$ cat config.mk
export PLATFORM = sky130hd
export DESIGN_NAME = run_controller
export DESIGN_NICKNAME = d
export VERILOG_FILES = /design/src/rtl/run_ctrl_pkg.sv /design/src/rtl/button_debouncer.sv /design/src/rtl/run_controller.sv
export SDC_FILE = /design/constraint.sdc
export NUM_CORES = 1
export LEC_CHECK = 0
export ABC_CLOCK_PERIOD_IN_PS = 2200
export CAP_MARGIN = 20
export CORE_ASPECT_RATIO = 0.9
export CORE_MARGIN = 2
export CORE_UTILIZATION = 50
export DETAILED_ROUTE_END_ITERATION = 10
export PLACE_DENSITY = 0.76
export SLEW_MARGIN = 20
export SYNTH_ARGS = -nofsm -noshare
export SYNTH_HDL_FRONTEND = slang
export SYNTH_SLANG_ARGS = --single-unit
export TNS_END_PERCENT = 50
$ cat constraint.sdc
create_clock -name clk -period 2.2 [get_ports clk]
set_input_delay 0.44 -clock clk [delete_from_list [all_inputs] [get_ports clk]]
set_output_delay 0.44 -clock clk [all_outputs]
set_load 0.02 [all_outputs]
$ cat src/rtl/run_ctrl_pkg.sv
// Shared encodings and widths for the CPU run controller.
package run_ctrl_pkg;

    localparam int STATE_W = 2;
    localparam int CNT_W   = 16;

    localparam logic [STATE_W-1:0] ST_RST_HOLD = 2'd0;
    localparam logic [STATE_W-1:0] ST_HALT     = 2'd1;
    localparam logic [STATE_W-1:0] ST_RUN      = 2'd2;
    localparam logic [STATE_W-1:0] ST_STEP     = 2'd3;

    function automatic logic [CNT_W-1:0] sat_inc(input logic [CNT_W-1:0] value);
        return (&value) ? value : value + 1'b1;
    endfunction

endpackage

$ cat src/rtl/button_debouncer.sv
// Two-flop synchronizer and stable-time debouncer for an active-low pushbutton;
// emits a one-cycle pulse when the debounced level falls (press).
module button_debouncer
    import run_ctrl_pkg::*;
#(
    parameter int DEBOUNCE_CYCLES = 270000
) (
    input  logic clk,
    input  logic rst,
    input  logic button,
    output logic pressed_pulse
);

    localparam int DB_W = $clog2(DEBOUNCE_CYCLES);
    localparam logic [DB_W-1:0] DB_LAST = DB_W'(DEBOUNCE_CYCLES - 1);

    logic            sync1;
    logic            sync2;
    logic            level;
    logic [DB_W-1:0] db_cnt;

    always_ff @(posedge clk or posedge rst) begin
        if (rst) begin
            sync1         <= 1'b1;
            sync2         <= 1'b1;
            level         <= 1'b1;
            db_cnt        <= '0;
            pressed_pulse <= 1'b0;
        end else begin
            sync1         <= button;
            sync2         <= sync1;
            pressed_pulse <= 1'b0;
            // Any cycle where the synchronized input matches the level restarts the count.
            if (sync2 != level) begin
                if (db_cnt == DB_LAST) begin
                    level         <= sync2;
                    db_cnt        <= '0;
                    pressed_pulse <= ~sync2;
                end else begin
                    db_cnt <= db_cnt + 1'b1;
                end
            end else begin
                db_cnt <= '0;
            end
        end
    end

endmodule

$ cat src/rtl/run_controller.sv
// Run/step/breakpoint controller: gates the CPU clock enable from a debounced
// pushbutton and holds the CPU in reset for a fixed number of cycles.
module run_controller
    import run_ctrl_pkg::*;
#(
    parameter int DEBOUNCE_CYCLES = 270000,
    parameter int RESET_HOLD      = 4
) (
    input  logic               clk,
    input  logic               rst,
    input  logic               button,
    input  logic               run_mode,
    input  logic [7:0]         pc,
    input  logic               bp_en,
    input  logic [7:0]         bp_addr,
    output logic               cpu_rst,
    output logic               cpu_en,
    output logic [STATE_W-1:0] state,
    output logic               at_break,
    output logic [CNT_W-1:0]   cycle_count
);

    localparam int HOLD_W = $clog2(RESET_HOLD + 1);
    localparam logic [HOLD_W-1:0] HOLD_LAST = HOLD_W'(RESET_HOLD - 1);

    logic               press;
    logic               bp_hit;
    logic               first_run;
    logic [HOLD_W-1:0]  hold_cnt;
    logic [STATE_W-1:0] state_next;

    button_debouncer #(
        .DEBOUNCE_CYCLES(DEBOUNCE_CYCLES)
    ) u_debouncer (
        .clk          (clk),
        .rst          (rst),
        .button       (button),
        .pressed_pulse(press)
    );

    // The first RUN cycle ignores the breakpoint so a resume from the break PC advances.
    always_comb begin
        bp_hit  = (state == ST_RUN) && !first_run && bp_en && (pc == bp_addr);
        cpu_en  = (state == ST_STEP) || ((state == ST_RUN) && !bp_hit);
        cpu_rst = (state == ST_RST_HOLD);
    end

    always_comb begin
        state_next = state;
        case (state)
            ST_RST_HOLD: if (hold_cnt == HOLD_LAST) state_next = ST_HALT;
            ST_HALT:     if (press) state_next = run_mode ? ST_RUN : ST_STEP;
            ST_RUN:      if (bp_hit || press) state_next = ST_HALT;
            ST_STEP:     state_next = ST_HALT;
            default:     state_next = ST_HALT;
        endcase
    end

    always_ff @(posedge clk or posedge rst) begin
        if (rst) begin
            state       <= ST_RST_HOLD;
            hold_cnt    <= '0;
            at_break    <= 1'b0;
            first_run   <= 1'b0;
            cycle_count <= '0;
        end else begin
            state     <= state_next;
            hold_cnt  <= ((state == ST_RST_HOLD) && (hold_cnt != HOLD_LAST)) ? hold_cnt + 1'b1 : '0;
            first_run <= (state == ST_HALT) && press && run_mode;

            if (state == ST_RST_HOLD) begin
                cycle_count <= '0;
            end else if (cpu_en) begin
                cycle_count <= sat_inc(cycle_count);
            end

            if ((state == ST_HALT) && press) begin
                at_break <= 1'b0;
            end else if (bp_hit) begin
                at_break <= 1'b1;
            end
        end
    end

endmodule

# Word-level counts from Yosys, hierarchy flattened
# Index checks and enable logic that the tools add are counted.
# op_classes
n_addsub	3
eq_ne	12
n_mux	15
bitwise_logic	1
n_reduce_logical	18
# ops
op	n
$mux W16	3
$mux W19	2
$add A19 B1 Y19 const B	1
$eq A19 B19 Y1 const B	1
$add A16 B1 Y16 const B	1
$reduce_and A16 Y1	1
$eq A8 B8 Y1	1
$pmux W2 S4	1
$logic_and A1 B1 Y1	7
$mux W2	3
$ne A2 B1 Y1 const B	3
$mux W1	5
$eq A2 B2 Y1 const B	2
$reduce_and A2 Y1	2
$reduce_bool A2 Y1	2
$add A3 B1 Y3 const B	1
$eq A3 B2 Y1 const B	1
$mux W3	1
$ne A3 B2 Y1 const B	1
$reduce_and A3 Y1	1
$eq A2 B1 Y1 const B	1
$logic_not A1 Y1	2
$logic_not A2 Y1	1
$logic_or A1 B1 Y1	2
3 further kinds	3
# totals
ff_bits	46
out_inout_bits	21
elab_cells	59

# Logic depth before layout (Yosys ltp)
# Gate-level depths: netlist of run 1.
# depth
ltp_word	9
depth_mapped	8
ltp_nobuf	6

# Modules after synthesis
# Synthesis of run 1 repeated with hierarchy kept, for this count alone.
# unflattened
cells_unflattened	249
hier_area_um2	2555.0
# modules_own_cells
mod	n_inst	cells_each	area_per_inst_um2	seq_area_each_um2
run_controller	1	143	1436.4	575.6
button_debouncer	1	106	1118.6	579.3

# Worst setup path after synthesis of run 1
# No wires, ideal clock.
# synth_path
path_kind	flip-flop to output port
start	register state[0]
end	output port cpu_en
arrival_ns	1.499
path_slack_ns	0.261
path_stages_with_launch	5
n_path_buf	0
cell_sequence	dfrtp_1 nor2_2 nand4_2 o31ai_2 inv_1
# synth_via
elab_chain_cells	7
word_cells_on_any_way	8
classes_between	eq/ne: 2; reduce/logical: 6
# synth_rtl
item	line_no	source
start: declaration	run_controller.sv:18	output logic [STATE_W-1:0] state,
start signal: assignment	run_controller.sv:67	state <= state_next;
$eq A2 B2 Y1	run_controller.sv:43, run_controller.sv:44	
$logic_and A1 B1 Y1 (3 in a row)	run_controller.sv:43	bp_hit = (state == ST_RUN) && !first_run && bp_en && (pc == bp_addr);
$logic_not A1 Y1	run_controller.sv:44	cpu_en = (state == ST_STEP) || ((state == ST_RUN) && !bp_hit);
$logic_and A1 B1 Y1	run_controller.sv:44	
$logic_or A1 B1 Y1 *	run_controller.sv:44	
end: declaration	run_controller.sv:17	output logic cpu_en,
# Mark *: on every way between the ends. The rest lies on a longest branch, timed or not.

# Final worst setup path of run 1
# layout_path
start	input port bp_addr[2]
end	output port cpu_en
# layout_via
elab_chain_cells	5
# layout_rtl
item	line_no	source
start: declaration	run_controller.sv:15	input logic [7:0] bp_addr,
$eq A8 B8 Y1	run_controller.sv:43	
$logic_and A1 B1 Y1	run_controller.sv:43	
$logic_not A1 Y1	run_controller.sv:44	
$logic_and A1 B1 Y1	run_controller.sv:44	
$logic_or A1 B1 Y1	run_controller.sv:44	
# Every way passes these cells.

==> results.txt, run 1 <==
Switching power summed over all nets: 0.337 mW. The tools report the routing usage on met2 as 32.0%. The number of hold buffers added after CTS was 0. At the end of routability-driven placement, the weighted congestion stood at 0.895. In the synthesized netlist the dominant register cell turns out to be dfrtp_1. The most critical setup path has its startpoint at bp_addr[2]. The wire length of the first global-routing pass is 8.75 mm, and the clock share of power is 35.4%.

The most heavily used metal layer in global routing was met2. For the part of the power in registers, the log shows 56.8%. The flow ran to the end, and the final reports show no timing, DRC or antenna violations. The leftover overflow at the end of global routing was 0. The number of design-rule violations left by the first detailed-router iteration is 147. The number of antenna diodes in the final layout is 0. Maximum number of pins on one net before global-route repair: 47. Max-cap violations in this run came to 0.

The final core area utilization was 66.2%. Synthesis produced a netlist whose cell count is 246. The initial antenna violation count came out at 0.

The tools report the placed wire-length estimate after detailed placement as 3.51 mm. The design draws 1.51 mW. Along the worst path, the maximum fanout reaches 2. Counting every sink on the clock net gives 46. The first TritonRoute pass finished after 5 iterations. In this run the worst hold path is classified as reg -> reg.

The startpoint type of the worst setup path was an input pin. The portion of the post-synthesis area used by sequential elements was 47.0%; the buffer depth of the longest clock path was 2. In this run, placement finished with an instance count of 356. Wires add up to 5.05 mm. Port buffering added 41 buffers. The power density over cell area was 477 nW/um^2. The starting utilization of the core area is 51.4%, and the share of the cycle needed by the critical path after routing is 96.3%.

Clock-pin slew was measured on the worst setup and hold paths at 0.08 ns. The row count was 24. The worst relative slew slack is 75.4%. The net switching share of the total power was 22.3%; the synthesis-to-finish area growth was 28.8%. Kind of critical path: in -> out. The tools report the DRC violation count after routing as 0. For the highest clock rate, the log shows 0.472 GHz. The floorplan die height works out to 70.5 um. The slew at the pin closest to its max-slew limit came out at 0.366 ns. TritonCTS built the clock tree. Net total in the final layout: 324. In the global route stage, overall resource usage came out at 19.9%.

The tools report the worst setup skew after layout as 0.00667 ns. The number of standard cells in the final layout excluding fillers is 365, and the via density per instance is 5.55. The detailed-route wire length per cell was 13.8 um; the final number of setup-violating endpoints was 0. The endpoint of the most critical setup path is cpu_en.

The internal power component came out at 1.17 mW. The post-synthesis cell type with the largest combined area was dfrtp_1. At the placement stage, the worst setup path has a slack of -0.325 ns. The run gives 5490 sq um as the die footprint.

For met3 alone, demand over resource in global routing was 4.26%. The core region is 4770 sq um. The number of hold-slack violations in the final timing report was 0.

The root buffer cell is clkbuf_8. The run gives 5 as the TritonCTS buffer count. The via count of the first global-routing pass is 1959.

The count of flip-flops with a built-in enable after synthesis was 0. Setup repair after global routing left no endpoint under its margin. The via total after detailed routing was 2027. The worst-case setup margin in the final layout is 0.0814 ns, and the required time of the critical path is 1.76 ns. Ranked by total cell area, the synthesized netlist is headed by dfrtp_1 44%, xnor2_1 6.1%, nor2_1 3.7%, dfstp_2 3.2%, nand2_1 3.2%. The worst register-to-register path ends at cycle_count[6]$_DFFE_PP0P_. STA classifies the critical path endpoint as an output port. The worst register-to-register path begins at cycle_count[0]$_DFFE_PP0P_. The met1 routing resource usage after global routing is 25.0%, and the clock latency at the later pin of the worst-skew pair is 0.30 ns.

The peak ir drop on the vdd network came out at 0.322 mV. During synthesis, Yosys emitted a total of 0 warnings. The post-synthesis net count is 271. For this design the static power due to leakage is 1.35 nW.

Dividing the synthesized area by the synthesized cell count gives 9.98 sq um. The cell area that synthesis handed to floorplanning was 2460 sq um. Max-slew violation total from the final report: 0. The maximum level of the CTS H-tree was 2. After routing the design area is 3160 sq um. The detail route stage leaves a number of antenna-violating nets equal to 0. The netlist uses 50 different library cells. The I/O pin count is 42.

Of the total power, combinational logic draws 7.8%. The time the final worst path needs with I/O delays and setup works out to 2.12 ns. From left edge to right edge, the die measures 77.9 um. The run gives 0.25 ns as the register-to-register setup slack. The fraction of post-synthesis cell area in the top cell type by area came out at 43.8%. By instance count, the leading cell after synthesis is dfrtp_1. In the final layout, the share of cells above drive strength 1 is 14.0%. The flip-flop and latch count after synthesis is 46. For this run, asynchronously set or reset flops after synthesis account for 100%.

The post-place instance area came out at 3020 sq um. The depth of the worst register-to-register path came out at 6. Data arrival at the endpoint of the critical path: 1.68 ns. The commonest cells after synthesis are 43 x dfrtp_1, 24 x nor2_1, 21 x nand2_1.
## how the worst min path moves through the flow
stage,startpoint,to,slack [ns],cells after the start
2_1_floorplan,u_debouncer.sync1$_DFF_PP1_,u_debouncer.sync2$_DFF_PP1_,0.35,0
3_3_place_gp,u_debouncer.sync1$_DFF_PP1_,u_debouncer.sync2$_DFF_PP1_,0.35,0
3_5_place_dp,u_debouncer.sync1$_DFF_PP1_,u_debouncer.sync2$_DFF_PP1_,0.35,0
4_1_cts,u_debouncer.sync1$_DFF_PP1_,u_debouncer.sync2$_DFF_PP1_,0.36,0
5_1_grt,u_debouncer.sync1$_DFF_PP1_,u_debouncer.sync2$_DFF_PP1_,0.36,0
6_report,u_debouncer.sync1$_DFF_PP1_,u_debouncer.sync2$_DFF_PP1_,0.36,0
## repair_timing
item / in CTS / in global routing
buffers inserted: 0 / 1
gates resized for setup: 5 / 10
endpoints found under the setup margin: 2 / 1
pin swaps: 2 / 5
endpoints found under the hold margin: 0 / 0
## per-stage QoR
step / hold slack (ns) / TNS [ns]
floorplan: 0.345 / 0
global route: 0.362 / 0
CTS: 0.361 / 0
finish: 0.360 / 0
detailed placement: 0.349 / -0.791
global placement: 0.345 / -0.614
## kinds of logic (layout without fill, tap and decap cells)
group / Yosys count / count (layout) / synth area share [%]
mux: 7 / 7 / 2.90
buf+inv: 18 / 72 / 3.72
xor+xnor: 26 / 26 / 9.27
compound gates: 32 / 32 / 9.37
fa+ha+maj: 4 / 4 / 2.04
flops: 46 / 46 / 47.0
simple gates: 113 / 113 / 25.7
## flip-flops by register name, summed over array words and instances (netlist names)
register and count:
at_break 1, cycle_count 16, first_run 1, hold_cnt 3, state 2, u_debouncer.db_cnt 19, u_debouncer.level 1, u_debouncer.pressed_pulse 1
u_debouncer.sync1 1, u_debouncer.sync2 1
## metal layers
layer  share of wire (%)  routed length [um]  vias up
met4                 2.1                 106        0
li1                    -                   -      992
met3                 3.4                 172       10
met1                  46                2330      975
met2                  48                2440       50
met5                   0                   0        -
## critical path, cell delays in order
cell	delay, ns
clkdlybuf4s50_1	0.50
xnor2_2	0.12
nand3_1	0.12
o31ai_2	0.28
inv_1	0.06
buf_2	0.16
## layout by cell type, fill, tap and decap left out, drive strengths merged, types with 3 or more instances in the layout
| master | count |
|---|---|
| and3 | 7 |
| or2 | 3 |
| clkdlybuf4s50 | 34 |
| nor4 | 4 |
| or4 | 3 |
| buf | 17 |
| o31ai | 8 |
| nor2 | 26 |
| o2111ai | 3 |
| and4 | 5 |
| nand2 | 21 |
| xor2 | 9 |
| clkbuf | 7 |
| mux2i | 6 |
| nand4 | 10 |
| dfrtp | 43 |
| nor2b | 3 |
| nor3 | 6 |
| ha | 4 |
| o211ai | 3 |
| a21oi | 7 |
| dlymetal6s2s | 5 |
| xnor2 | 17 |
| o21ai | 3 |
| dfstp | 3 |
| inv | 6 |
| nand3 | 15 |
## power by group through the flow
stage | clock network (mW) | registers [mW] | logic (mW)
floorplan | 0 | 0.873 | 0.0495
global placement | 0 | 0.874 | 0.107
detailed placement | 0 | 0.874 | 0.108
CTS | 0.556 | 0.858 | 0.109
global route | 0.577 | 0.859 | 0.130
finish | 0.535 | 0.857 | 0.117
## layout make-up
cell class | count | area, sq um
fillers | 373 | 1610
multi-input cells | 182 | 1250
flip-flops and latches | 46 | 1150
repair buffers | 57 | 562
clock buffers | 7 | 86.3
well taps | 65 | 81.3
inverters | 7 | 26.3
clock inverters | 1 | 5.00
Note: power is estimated with default switching activity, not from simulation.
==> run 2: changes to the inputs <==
==> constraint.sdc (replaced) <==
create_clock -name clk -period 2.2 [get_ports clk]
set_input_delay 0.44 -clock clk [delete_from_list [all_inputs] [get_ports clk]]
set_output_delay 0.44 -clock clk [all_outputs]
set_load 0.05 [all_outputs]
==> run 2 against run 1 <==
Against the previous run:
- cell count is 1.4% lower
- combinational power is 7% higher
- utilization is 0.60 points higher
- wire length is 3.0% higher
- sequential share of layout area is 0.33 points lower
- via count is 0.74% lower
- clock power is 2% lower
- largest cell class unchanged
- largest power group unchanged
==> results.txt, run 2 (synthesis gave the netlist of run 1 again) <==
The final number of setup-violating endpoints was 0 (unchanged). Share of the cycle needed by the critical path after routing: 99.0% (+2.7 points). The run gives 4 (-1) as the number of search-and-repair iterations in the first detailed-routing pass.

The class of the most critical hold timing path is reg -> reg. The run gives 0.858 (-4.2%) as the final weighted congestion in routability-driven placement. The time the final worst path needs with I/O delays and setup came out at 2.18 ns (+0.0596 ns).

The floorplan die width is 77.9 um (unchanged). The number of hold buffers added after CTS was 0 (unchanged); the maximum number of pins on one net before global-route repair was 47 (unchanged). The tools report the initial antenna violation count as 0 (unchanged). The run gives 5490 sq um (unchanged) as the die footprint. The placed wire-length estimate after detailed placement is 3.48 mm (-0.74%). Total of buffers placed on input and output ports: 41 (unchanged). The top cell types in the final layout, fill and taps aside, are 43 x dfrtp_1, 28 x clkdlybuf4s50_1, 24 x nor2_1. The run gives 1.76 ns (about the same) as the required time of the critical path. The net total in the final layout was 319 (-1.5%); the proportion of power drawn by combinational gates was 8.3% (+0.5 points). The wire length of the first global-routing pass is 8.92 mm (+2.0%), and the total wire length after detailed routing is 5.20 mm (+3.0%). The antenna violation net count after detailed routing came out at 0 (unchanged). The worst relative slew slack is 66.3% (-9.1 points), and the placement-stage worst setup slack is -0.0583 ns (+0.267 ns). Clock latency at the later pin of the worst-skew pair: 0.31 ns (about the same).

Max-cap violation count: 0 (unchanged). The slew at the pin closest to its max-slew limit came out at 0.503 ns (+0.137 ns). The detailed-route wire length per cell works out to 14.4 um (+4.4%). The leakage power figure was 1.39 nW (+2.6%); the DRC violation count after routing was 0 (unchanged). Compared with the post-synthesis result, the final layout area differs by 30.0%. The tree is rooted in a clkbuf_8. The number of inserted filler cells in the final layout is 365 (-2.1%). The via count of the first global-routing pass came out at 1936 (-1.2%).

The highest clock rate came out at 0.459 GHz (-2.7%). The leading cell type in the layout, fill and taps excluded is dfrtp_1. The via density per instance was 5.59 (+0.64%).

The kind of critical path was in -> out. The floorplan die height was 70.5 um (unchanged). Starting utilization of the core area: 51.4% (unchanged). TritonCTS built the clock tree.

The total area of multi-input combinational cells is 1280 sq um (+2.9%), and the clock transition at the registers of the reported paths is 0.09 ns (about the same). The count of inserted antenna diode cells is 0 (unchanged). The max-slew violation total from the final report is 0 (unchanged). The tools report the global-route usage over all layers as 20.6% (+0.68 points). The logs give 0.361 mW (+7.4%) for the switching power summed over all nets and 1.74 ns (+0.06 ns) for the data arrival at the endpoint of the critical path.

The maximum level of the CTS H-tree was 2 (unchanged); the net switching share of the total power was 24.0% (+1.7 points). The clock share of power was 34.7% (-0.7 points). The tools report the via total after detailed routing as 2012 (-0.74%). The tools report the I/O pin count as 42 (unchanged). The internal power component was 1.14 mW (-2.6%).

The peak ir drop on the vdd network was 0.451 mV (+40%); the TritonCTS buffer count was 5 (unchanged). The startpoint type of the worst setup path was an input pin. The tools report the worst setup skew after layout as 0.00700 ns (+0.000336 ns). The logs give 166 (+13%) for the number of design-rule violations left by the first detailed-router iteration and 0 (unchanged) for the number of hold-slack violations in the final timing report. The share of cells above drive strength 1 came out at 15.3% (+1.3 points).

The run finished with clean final reports. The power density over cell area works out to 471 nW/um^2 (-1.3%). The post-layout total power is 1.50 mW (-0.35%).

For the number of sinks handled by clock tree synthesis, the log shows 46 (unchanged). The run gives 1150 sq um (unchanged) as the area used by sequential logic in the layout. The largest fanout of any net on the critical path is 2 (unchanged), and the part of the power in registers is 57.0% (+0.2 points). The worst-case setup margin in the final layout is 0.0218 ns (-0.0596 ns). The core area was 4770 sq um (unchanged).

More flip-flops sit in one register than any other, and that register is u_debouncer.db_cnt. The leftover overflow at the end of global routing is 0 (unchanged). The row count is 24 (unchanged), and the buffer depth of the longest clock path is 2 (unchanged). Flip-flop count of the largest register, all copies and words added: 19 (unchanged). In the final layout, the registers with the most flip-flops are u_debouncer.db_cnt x19, cycle_count x16, hold_cnt x3. The tools report the critical path capture point type as an output port.
run 2: critical path, cell delays in order:
cell	delay, ns
clkdlybuf4s50_1	0.46
xnor2_2	0.23
nand3_2	0.14
o31ai_4	0.24
inv_2	0.08
buf_8	0.15
run 2: per-layer routing:
metal  up-vias  part of all wire, %  wire, um  GRT usage [%]
met5         -                    0         0              0
met3         6                  5.0       261           4.01
met2        53                   50      2570           33.3
met4         0                  1.3        68           7.14
met1       977                   44      2290           27.6
li1        976                    -         -              -
run 2: final timing paths:
path / from / to / slack, ns / depth (start not counted)
max in group asynchronous: rst / u_debouncer.level$_DFFE_PP1P_ / 1.46 / 3
min: u_debouncer.sync1$_DFF_PP1_ / u_debouncer.sync2$_DFF_PP1_ / 0.36 / 0
min reg2reg: u_debouncer.sync1$_DFF_PP1_ / u_debouncer.sync2$_DFF_PP1_ / 0.36 / 0
max: bp_addr[5] / cpu_en / 0.02 / 6
min in group asynchronous: rst / u_debouncer.db_cnt[1]$_DFF_PP0_ / 0.47 / 3
max reg2reg: cycle_count[0]$_DFFE_PP0P_ / cycle_count[1]$_DFFE_PP0P_ / 0.26 / 6
run 2: repair_timing:
| action | in CTS | in global routing |
|---|---|---|
| resized for setup | 5 | 17 |
| setup buffers | 1 | 3 |
| pin swaps | 3 | 9 |
| endpoints found under the hold margin | 0 | 0 |
| endpoints found under the setup margin | 1 | 1 |
run 2: power groups by stage:
| stage | clock network [mW] | logic (mW) | registers, mW |
|---|---|---|---|
| after floorplan | 0 | 0.0495 | 0.873 |
| after global placement | 0 | 0.0999 | 0.874 |
| after detailed placement | 0 | 0.102 | 0.874 |
| after CTS | 0.540 | 0.110 | 0.857 |
| after global routing | 0.564 | 0.137 | 0.859 |
| final | 0.522 | 0.125 | 0.857 |
run 2: stage by stage:
stage          util [%]  hold WS [ns]  cells  setup TNS, ns  cell area, sq um
6_report           66.9         0.359    360              0              3190
5_1_grt            66.9         0.365    360        -0.0102              3190
4_1_cts            64.9         0.361    357              0              3100
3_5_place_dp       62.1         0.347    348        -0.0754              2970
3_3_place_gp       62.1         0.346    348        -0.0106              2970
2_1_floorplan         -         0.345    246              0              2460
run 2: layout make-up:
| type | instances | share of cell area, % |
|---|---|---|
| sequential | 46 | 36.2 |
| timing repair buffer | 52 | 17.4 |
| multi-input combinational | 182 | 40.2 |
| clock inverter | 3 | 0.666 |
| inverter | 7 | 0.823 |
| clock buffer | 5 | 2.16 |
| tap | 65 | 2.55 |
